$ cat src/rtl/ball_motion_engine_if.sv
// Ball hand-over bundle between two engines: rx carries an arriving ball, tx a departing one.
// master = engine side (accepts rx, offers tx); slave = the peer feeding/draining it.
interface ball_motion_engine_if;
    logic              rx_valid;
    logic              rx_ready;
    logic [9:0]        rx_y;
    logic signed [7:0] rx_vy;
    logic [1:0]        rx_grav;
    logic [7:0]        rx_speed;
    logic              tx_valid;
    logic              tx_ready;
    logic [9:0]        tx_y;
    logic signed [7:0] tx_vy;
    logic [1:0]        tx_grav;
    logic [7:0]        tx_speed;

    modport master (
        input  rx_valid, rx_y, rx_vy, rx_grav, rx_speed, tx_ready,
        output rx_ready, tx_valid, tx_y, tx_vy, tx_grav, tx_speed
    );

    modport slave (
        output rx_valid, rx_y, rx_vy, rx_grav, rx_speed, tx_ready,
        input  rx_ready, tx_valid, tx_y, tx_vy, tx_grav, tx_speed
    );
endinterface

$ cat src/rtl/ball_motion_engine.sv
// Ball flight engine: accepts a ball, moves it with gravity/bounces, returns it or ends the game.
// Latency: CW clocks of serial divide per speed change, then one step every period+1 clocks.
// Backpressure: rx accepted only in IDLE; tx ball held stable in HANDOFF until tx_ready.
module ball_motion_engine #(
    parameter int H_RES       = 640,
    parameter int V_RES       = 480,
    parameter int STEP_X      = 10,
    parameter int GRAV_PERIOD = 4,
    parameter int BASE_TICKS  = 270000,
    parameter int CW          = 20,
    parameter int MAX_SCORE   = 15
) (
    input  logic                 clk_25MHZ,
    input  logic                 reset,
    input  logic                 upscale,
    input  logic                 restart,
    input  logic                 collision_detected,
    input  logic [9:0]           estimated_speed,
    ball_motion_engine_if.master bus,
    output logic [9:0]           ball_x,
    output logic [9:0]           ball_y,
    output logic                 moving_left,
    output logic [7:0]           score,
    output logic                 game_over,
    output logic                 win,
    output logic                 busy
);

    typedef enum logic [2:0] {IDLE, DIV, RUN_LEFT, RUN_RIGHT, HANDOFF, OVER} state_t;

    localparam int              DW        = $clog2(CW);
    localparam logic [CW-1:0]   DIVIDEND  = CW'(BASE_TICKS);
    localparam logic [DW-1:0]   DCNT_LAST = DW'(CW - 1);
    localparam logic [9:0]      STEP      = 10'(STEP_X);
    localparam logic [1:0]      GRAV_LAST = 2'(GRAV_PERIOD - 1);
    localparam logic [7:0]      SCORE_WIN = 8'(MAX_SCORE);

    state_t            state, state_n;
    logic              dir_left, dir_left_n;
    logic [9:0]        x_n, y_n;
    logic signed [7:0] vy, vy_n;
    logic [1:0]        phase, phase_n;
    logic [7:0]        speed, speed_n;
    logic [CW-1:0]     period, period_n;
    logic [CW-1:0]     cnt, cnt_n;
    logic [CW-1:0]     rem, rem_n;
    logic [CW-1:0]     dvd, dvd_n;
    logic [DW-1:0]     dcnt, dcnt_n;
    logic [7:0]        score_n;
    logic              over_n, win_n;

    logic [9:0]         x_lim, y_max;
    logic               rx_fire, step_due, grav_wrap, q_bit;
    logic [CW:0]        divisor, rem_sh;
    logic [CW-1:0]      quot;
    logic signed [7:0]  vy_adv, vy_step;
    logic [1:0]         phase_adv;
    logic signed [10:0] y_sum;
    logic [9:0]         y_step;
    logic [10:0]        x_right;
    logic [7:0]         est_sat, score_inc;

    assign x_lim = upscale ? 10'(H_RES - 1) : 10'(H_RES / 2 - 1);
    assign y_max = upscale ? 10'(V_RES - 1) : 10'(V_RES / 2 - 1);

    assign bus.rx_ready = (state == IDLE) && !reset;
    assign rx_fire      = bus.rx_valid && bus.rx_ready;
    assign bus.tx_valid = (state == HANDOFF);
    assign bus.tx_y     = ball_y;
    assign bus.tx_vy    = vy;
    assign bus.tx_grav  = phase;
    assign bus.tx_speed = speed;
    assign busy         = (state != IDLE);
    assign moving_left  = (state == RUN_LEFT) || ((state == DIV) && dir_left);

    // Restoring divider: one quotient bit per clock, quotient shifted into period.
    assign divisor = {{(CW-7){1'b0}}, speed};
    assign rem_sh  = {rem, dvd[CW-1]};
    assign q_bit   = (rem_sh >= divisor);
    assign quot    = {period[CW-2:0], q_bit};

    assign step_due  = (cnt >= period);
    assign grav_wrap = (phase == GRAV_LAST);
    assign vy_adv    = grav_wrap ? vy + 8'sd1 : vy;
    assign phase_adv = grav_wrap ? 2'd0 : phase + 2'd1;
    assign y_sum     = $signed({1'b0, ball_y}) + $signed({{3{vy[7]}}, vy});
    assign x_right   = {1'b0, ball_x} + {1'b0, STEP};

    assign est_sat   = (estimated_speed > 10'd255) ? 8'd255 :
                       (estimated_speed < 10'd2)   ? 8'd2   : estimated_speed[7:0];
    assign score_inc = (score == 8'hFF) ? score : score + 8'd1;

    // Bounce uses the gravity-advanced vy, position uses the old one.
    always_comb begin
        y_step  = y_sum[9:0];
        vy_step = vy_adv;
        if (y_sum >= $signed({1'b0, y_max})) begin
            y_step  = y_max;
            vy_step = -vy_adv;
        end else if (y_sum <= 11'sd0) begin
            y_step  = 10'd0;
            vy_step = -vy_adv;
        end
    end

    always_comb begin
        state_n    = state;
        dir_left_n = dir_left;
        x_n        = ball_x;
        y_n        = ball_y;
        vy_n       = vy;
        phase_n    = phase;
        speed_n    = speed;
        period_n   = period;
        cnt_n      = cnt;
        rem_n      = rem;
        dvd_n      = dvd;
        dcnt_n     = dcnt;
        score_n    = score;
        over_n     = game_over;
        win_n      = win;
        case (state)
            IDLE: begin
                if (rx_fire) begin
                    y_n        = bus.rx_y;
                    vy_n       = bus.rx_vy;
                    phase_n    = bus.rx_grav;
                    speed_n    = (bus.rx_speed == 8'd0) ? 8'd1 : bus.rx_speed;
                    x_n        = x_lim;
                    dir_left_n = 1'b1;
                    state_n    = DIV;
                end
            end
            DIV: begin
                rem_n    = q_bit ? CW'(rem_sh - divisor) : rem_sh[CW-1:0];
                dvd_n    = {dvd[CW-2:0], 1'b0};
                period_n = quot;
                dcnt_n   = dcnt + 1'b1;
                if (dcnt == DCNT_LAST) begin
                    period_n = (quot == '0) ? CW'(1) : quot;
                    cnt_n    = '0;
                    state_n  = dir_left ? RUN_LEFT : RUN_RIGHT;
                end
            end
            RUN_LEFT: begin
                cnt_n = cnt + 1'b1;
                if (collision_detected) begin
                    speed_n    = est_sat;
                    dir_left_n = 1'b0;
                    score_n    = score_inc;
                    state_n    = DIV;
                end else if (step_due) begin
                    cnt_n   = '0;
                    y_n     = y_step;
                    vy_n    = vy_step;
                    phase_n = phase_adv;
                    if (ball_x < STEP) begin
                        x_n     = '0;
                        over_n  = 1'b1;
                        win_n   = 1'b0;
                        state_n = OVER;
                    end else begin
                        x_n = ball_x - STEP;
                    end
                end
            end
            RUN_RIGHT: begin
                cnt_n = cnt + 1'b1;
                if (score == SCORE_WIN) begin
                    over_n  = 1'b1;
                    win_n   = 1'b1;
                    state_n = OVER;
                end else if (step_due) begin
                    cnt_n   = '0;
                    y_n     = y_step;
                    vy_n    = vy_step;
                    phase_n = phase_adv;
                    if (x_right > {1'b0, x_lim}) begin
                        x_n     = x_lim;
                        state_n = HANDOFF;
                    end else begin
                        x_n = ball_x + STEP;
                    end
                end
            end
            HANDOFF: begin
                if (bus.tx_ready) state_n = IDLE;
            end
            OVER: begin
                if (restart) begin
                    score_n = '0;
                    over_n  = 1'b0;
                    win_n   = 1'b0;
                    state_n = IDLE;
                end
            end
            default: state_n = IDLE;
        endcase
        // Divider sits preloaded whenever it is not running.
        if (state != DIV) begin
            rem_n  = '0;
            dvd_n  = DIVIDEND;
            dcnt_n = '0;
        end
    end

    always_ff @(posedge clk_25MHZ) begin
        if (reset) begin
            state     <= IDLE;
            dir_left  <= 1'b0;
            ball_x    <= '0;
            ball_y    <= '0;
            vy        <= '0;
            phase     <= '0;
            speed     <= 8'd1;
            period    <= CW'(1);
            cnt       <= '0;
            rem       <= '0;
            dvd       <= DIVIDEND;
            dcnt      <= '0;
            score     <= '0;
            game_over <= 1'b0;
            win       <= 1'b0;
        end else begin
            state     <= state_n;
            dir_left  <= dir_left_n;
            ball_x    <= x_n;
            ball_y    <= y_n;
            vy        <= vy_n;
            phase     <= phase_n;
            speed     <= speed_n;
            period    <= period_n;
            cnt       <= cnt_n;
            rem       <= rem_n;
            dvd       <= dvd_n;
            dcnt      <= dcnt_n;
            score     <= score_n;
            game_over <= over_n;
            win       <= win_n;
        end
    end

endmodule

$ cat src/flat_wrapper.sv
// flat-port wrapper written by rule: the top's interface ports become plain ports
module ball_motion_engine_flat 
#(
    parameter int H_RES       = 640,
    parameter int V_RES       = 480,
    parameter int STEP_X      = 10,
    parameter int GRAV_PERIOD = 4,
    parameter int BASE_TICKS  = 270000,
    parameter int CW          = 20,
    parameter int MAX_SCORE   = 15
)
  (clk_25MHZ, reset, upscale, restart, collision_detected, estimated_speed, ball_x, ball_y, moving_left, score, game_over, win, busy, bus_rx_valid, bus_rx_y, bus_rx_vy, bus_rx_grav, bus_rx_speed, bus_tx_ready, bus_rx_ready, bus_tx_valid, bus_tx_y, bus_tx_vy, bus_tx_grav, bus_tx_speed);
  ball_motion_engine_if bus_i ();
  input  logic clk_25MHZ;
  input  logic reset;
  input  logic upscale;
  input  logic restart;
  input  logic collision_detected;
  input  logic [9:0] estimated_speed;
  output logic [9:0] ball_x;
  output logic [9:0] ball_y;
  output logic moving_left;
  output logic [7:0] score;
  output logic game_over;
  output logic win;
  output logic busy;
  input wire logic [$bits(bus_i.rx_valid)-1:0] bus_rx_valid;
  input wire logic [$bits(bus_i.rx_y)-1:0] bus_rx_y;
  input wire logic [$bits(bus_i.rx_vy)-1:0] bus_rx_vy;
  input wire logic [$bits(bus_i.rx_grav)-1:0] bus_rx_grav;
  input wire logic [$bits(bus_i.rx_speed)-1:0] bus_rx_speed;
  input wire logic [$bits(bus_i.tx_ready)-1:0] bus_tx_ready;
  output wire logic [$bits(bus_i.rx_ready)-1:0] bus_rx_ready;
  output wire logic [$bits(bus_i.tx_valid)-1:0] bus_tx_valid;
  output wire logic [$bits(bus_i.tx_y)-1:0] bus_tx_y;
  output wire logic [$bits(bus_i.tx_vy)-1:0] bus_tx_vy;
  output wire logic [$bits(bus_i.tx_grav)-1:0] bus_tx_grav;
  output wire logic [$bits(bus_i.tx_speed)-1:0] bus_tx_speed;
  assign bus_i.rx_valid = bus_rx_valid;
  assign bus_i.rx_y = bus_rx_y;
  assign bus_i.rx_vy = bus_rx_vy;
  assign bus_i.rx_grav = bus_rx_grav;
  assign bus_i.rx_speed = bus_rx_speed;
  assign bus_i.tx_ready = bus_tx_ready;
  assign bus_rx_ready = bus_i.rx_ready;
  assign bus_tx_valid = bus_i.tx_valid;
  assign bus_tx_y = bus_i.tx_y;
  assign bus_tx_vy = bus_i.tx_vy;
  assign bus_tx_grav = bus_i.tx_grav;
  assign bus_tx_speed = bus_i.tx_speed;
  ball_motion_engine #(.H_RES(H_RES), .V_RES(V_RES), .STEP_X(STEP_X), .GRAV_PERIOD(GRAV_PERIOD), .BASE_TICKS(BASE_TICKS), .CW(CW), .MAX_SCORE(MAX_SCORE)) u_core (.clk_25MHZ(clk_25MHZ), .reset(reset), .upscale(upscale), .restart(restart), .collision_detected(collision_detected), .estimated_speed(estimated_speed), .bus(bus_i), .ball_x(ball_x), .ball_y(ball_y), .moving_left(moving_left), .score(score), .game_over(game_over), .win(win), .busy(busy));
endmodule
$ cat config.mk
export PLATFORM = sky130hd
export DESIGN_NAME = ball_motion_engine_flat
export DESIGN_NICKNAME = d
export VERILOG_FILES = /design/src/rtl/ball_motion_engine_if.sv /design/src/rtl/ball_motion_engine.sv /design/src/flat_wrapper.sv
export SDC_FILE = /design/constraint.sdc
export NUM_CORES = 1
export LEC_CHECK = 0
export BUFFER_PORTS_ARGS = -buffer_cell sky130_fd_sc_hd__clkbuf_2
export CAP_MARGIN = 10
export CORE_ASPECT_RATIO = 0.75
export CORE_MARGIN = 2
export CORE_UTILIZATION = 30
export CTS_CLUSTER_DIAMETER = 100
export DETAILED_ROUTE_END_ITERATION = 12
export GPL_TIMING_DRIVEN = 0
export SYNTH_ARGS = -nofsm -noshare
export SYNTH_HDL_FRONTEND = slang
export SYNTH_SLANG_ARGS = --single-unit
$ cat constraint.sdc
create_clock -name clk_25MHZ -period 4.95 [get_ports clk_25MHZ]
set_input_delay 0.99 -clock clk_25MHZ [delete_from_list [all_inputs] [get_ports clk_25MHZ]]
set_output_delay 0.99 -clock clk_25MHZ [all_outputs]
set_load 0.005 [all_outputs]
==> impl_metrics.tcl <==
set metrics [dict create \
    status "finished clean" \
    area_growth_from_synthesis_to_layout_pct 18.8 \
    rsz0062_at_grt "false" \
    gpl_wtd_cong 0.876 \
    worst_r2r_path_depth 13 \
    viasPerCell 5.24 \
    slew_viol_final 0 \
    reg2reg_from "u_core.bus.tx_vy[0]" \
    irDropWorstVdd_mv 1.05 \
    highest_layer "met4" \
    post-place-cells 1502 \
    detail_route.iter0.violations 634 \
    drtPass1Iterations 5 \
    hold_viol_final 0 \
    syn-instance-count 1046 \
    relSlewSlack_pct 30.0 \
    ys_seq_area_share_pct 32.1 \
    die_height_um 148 \
    netlist-cell-type-count 81 \
    floorplan.die.width_um 196 \
    holdBufCountCts 0 \
    syn-cell-area_um2 8280 \
    fillerInstances 2813 \
    yosys.area.top_type_share_pct 32.1 \
    worst_skew_pair.late_latency_ns 0.44 \
    place_hpwl_um 19200 \
    grt_overflow 0 \
    maxCapViolations 0 \
    multi_input_comb_area_um2 5070 \
    post_cts_resized 0 \
    async_reset_ff_share_pct 0 \
    floorplan.die_area_um2 29000 \
    cp-startpoint "u_core.bus.tx_vy[0]" \
    drt_drc_violations_left 0 \
    post-synth-top-count-cell "sky130_fd_sc_hd__dfxtp_1" \
    slew_at_the_pin_closest_to_its_max_slew_limit_ns 1.05 \
    drtAntennaViolNets 0 \
    cts_num_sinks 133 \
    postRouteWirelength_um 25400 \
    grt_antenna_before_repair 0 \
    cp_data_required_time_ns 5.26 \
    timing_worst_setup_path_type "flip-flop to flip-flop" \
    critical_path_arrival_ns 4.44 \
    report.final.setup_viol 0 \
    synth.yosys.warnings 0 \
    power_per_cell_area_nw_per_um2 700 \
    finalClockSkew_ns 0.0129 \
    wirelength_met1_um 12800 \
    wl_met3_um 1530 \
    grt_first_pass_wirelength_um 40400 \
    synth_edf_count 0 \
    final-seq-area_um2 2660 \
    io_buffer_count 105 \
    drive_gt1_share_pct 15.2 \
    largest_cells_by_area_after_synthesis "sky130_fd_sc_hd__dfxtp_1, sky130_fd_sc_hd__ha_1, sky130_fd_sc_hd__a21oi_1" \
    timing.final.crit_share_pct 83.5 \
    endpoint "u_core.bus.tx_vy[3]" \
    fmax_ghz 0.242 \
    critical_path.reg2reg.endpoint "u_core.bus.tx_vy[3]" \
    grt_start_max_net_pins 17 \
    finish.utilization_pct 36.4 \
    finalCriticalPeriod_ns 4.13 \
    floorplan.core_area_um2 27100 \
    routed-via-count 8039 \
    synth_largest_area_cell "sky130_fd_sc_hd__dfxtp_1" \
    critPathMaxFanout 8 \
    count_of_non_filler_cells_in_the_finished_layout 1534 \
    starting_utilization_of_the_core_area_pct 30.6 \
    grtUsageTotal_pct 17.7 \
    clock_tree.buffer_depth 2 \
    cts_tree "built" \
    final.setup.tns_ns 0 \
    first_global_vias 7416 \
    antenna-diode-count 0 \
    worstHoldPathType "flip-flop to flip-flop" \
    cts.clk_slew.worst_paths_ns 0.06 \
    synth_nets 1146 \
    htreeDepth 4 \
    cts_made_buffers 17 \
    average_wire_per_cell_in_the_routed_design_um 16.5 \
    whs_path_depth 1 \
    placementRows 52 \
    cts_post_setup_buffers_inserted 0 \
    synth-main-ff-cell "sky130_fd_sc_hd__dfxtp_1" \
    worst_setup_path_start_kind "flip-flop" \
    nets 1270 \
    power.static_leakage_nw 4.06 \
    io-pin-count 107 \
    wl_met2_um 10800 \
    syn_avg_cell_area_um2 7.92 \
    endpoint_kind "flip-flop" \
    flop2flop_setup_slack_ns 0.82 \
    post_synth_most_frequent_cells "sky130_fd_sc_hd__dfxtp_1, sky130_fd_sc_hd__nor2_1, sky130_fd_sc_hd__nand2_1" \
    ys_seq_elements 133 \
    clockRootBuffer "sky130_fd_sc_hd__clkbuf_16" \
]
==> critical path, stage by stage, from the launching register on <==
cell and delay (ns):
sky130_fd_sc_hd__dfxtp_1 0.51, sky130_fd_sc_hd__ha_1 0.25, sky130_fd_sc_hd__inv_1 0.06, sky130_fd_sc_hd__fa_1 0.39, sky130_fd_sc_hd__nand2b_1 0.23, sky130_fd_sc_hd__a211o_1 0.32
sky130_fd_sc_hd__a31oi_1 0.29, sky130_fd_sc_hd__xor2_1 0.28, sky130_fd_sc_hd__ha_1 0.28, sky130_fd_sc_hd__o2111a_1 0.15, sky130_fd_sc_hd__a21oi_2 0.40, sky130_fd_sc_hd__a31oi_1 0.22
sky130_fd_sc_hd__xor2_1 0.18, sky130_fd_sc_hd__a2111oi_0 0.42
==> how the worst min path moves through the flow <==
stage | from | endpoint | slack (ns)
detailed placement | u_core.dvd[10] | u_core.dvd[11] | 0.40
floorplan | u_core.dvd[4] | u_core.dvd[5] | 0.39
CTS | u_core.dvd[9] | u_core.dvd[10] | 0.41
finish | u_core.dvd[9] | u_core.dvd[10] | 0.41
global route | u_core.dvd[10] | u_core.dvd[11] | 0.42
global placement | u_core.dvd[10] | u_core.dvd[11] | 0.39
==> power by group <==
part	switching [W]	internal, W
clock network	0.000559	0.000755
logic	0.00254	0.00154
registers	0.000228	0.00128
==> state kept, by name, indices dropped and copies added, names as in the netlist, 3 cells and up <==
register	flops
u_core.bus.tx_speed	8
u_core.rem	20
u_core.ball_x	10
u_core.score	8
u_core.bus.tx_vy	8
u_core.period	20
u_core.dvd	16
u_core.state	3
u_core.cnt	20
u_core.dcnt	5
u_core.ball_y	10
==> cells in the final DEF (no fill, tap or decap), types with 31 or more instances in the layout <==
| master | instances |
|---|---|
| sky130_fd_sc_hd__a21oi_1 | 85 |
| sky130_fd_sc_hd__nor3_1 | 31 |
| sky130_fd_sc_hd__nor2_1 | 101 |
| sky130_fd_sc_hd__ha_1 | 53 |
| sky130_fd_sc_hd__inv_1 | 61 |
| sky130_fd_sc_hd__nand2_1 | 99 |
| sky130_fd_sc_hd__clkbuf_2 | 105 |
| sky130_fd_sc_hd__clkbuf_1 | 44 |
| sky130_fd_sc_hd__nand3_1 | 31 |
| sky130_fd_sc_hd__dfxtp_1 | 133 |
| sky130_fd_sc_hd__o21ai_0 | 50 |
==> cell type report <==
| class | count | share of cell area, % |
|---|---|---|
| Multi-Input combinational cell | 790 | 51.5 |
| Clock buffer | 17 | 4.32 |
| Tap cell | 351 | 4.46 |
| Buffer | 62 | 3.27 |
| Clock inverter | 15 | 1.72 |
| Sequential cell | 133 | 27.1 |
| Timing Repair Buffer | 105 | 5.34 |
| Inverter | 61 | 2.33 |
==> logic make-up (layout without fill, tap and decap cells) <==
| group | Yosys count | after routing | share of synthesized area (%) |
|---|---|---|---|
| xor+xnor | 43 | 43 | 4.55 |
| mux | 16 | 16 | 2.18 |
| flops | 133 | 133 | 32.1 |
| simple gates | 412 | 412 | 25.2 |
| fa+ha+maj | 55 | 55 | 8.49 |
| compound gates | 264 | 264 | 20.8 |
| buf+inv | 123 | 260 | 6.65 |
==> layer usage <==
metal  up-vias  global-route usage [%]
met5         -                       0
met3        30                    4.08
li1       4005                       -
met2       228                    26.8
met4         0                    4.47
met1      3776                    25.3
==> per-stage QoR <==
step / total power [W] / cell area (µm²) / setup WS, ns / hold WS (ns)
final: 0.00689 / 9840 / 0.819 / 0.410
after global placement: 0.00546 / 9250 / 0.845 / 0.393
after CTS: 0.00688 / 9840 / 0.842 / 0.412
after detailed placement: 0.00553 / 9250 / 0.844 / 0.400
after floorplan: 0.00445 / 8280 / 1.44 / 0.391
after global routing: 0.00745 / 9840 / 0.420 / 0.417
Note: power is estimated with default switching activity, not from simulation.
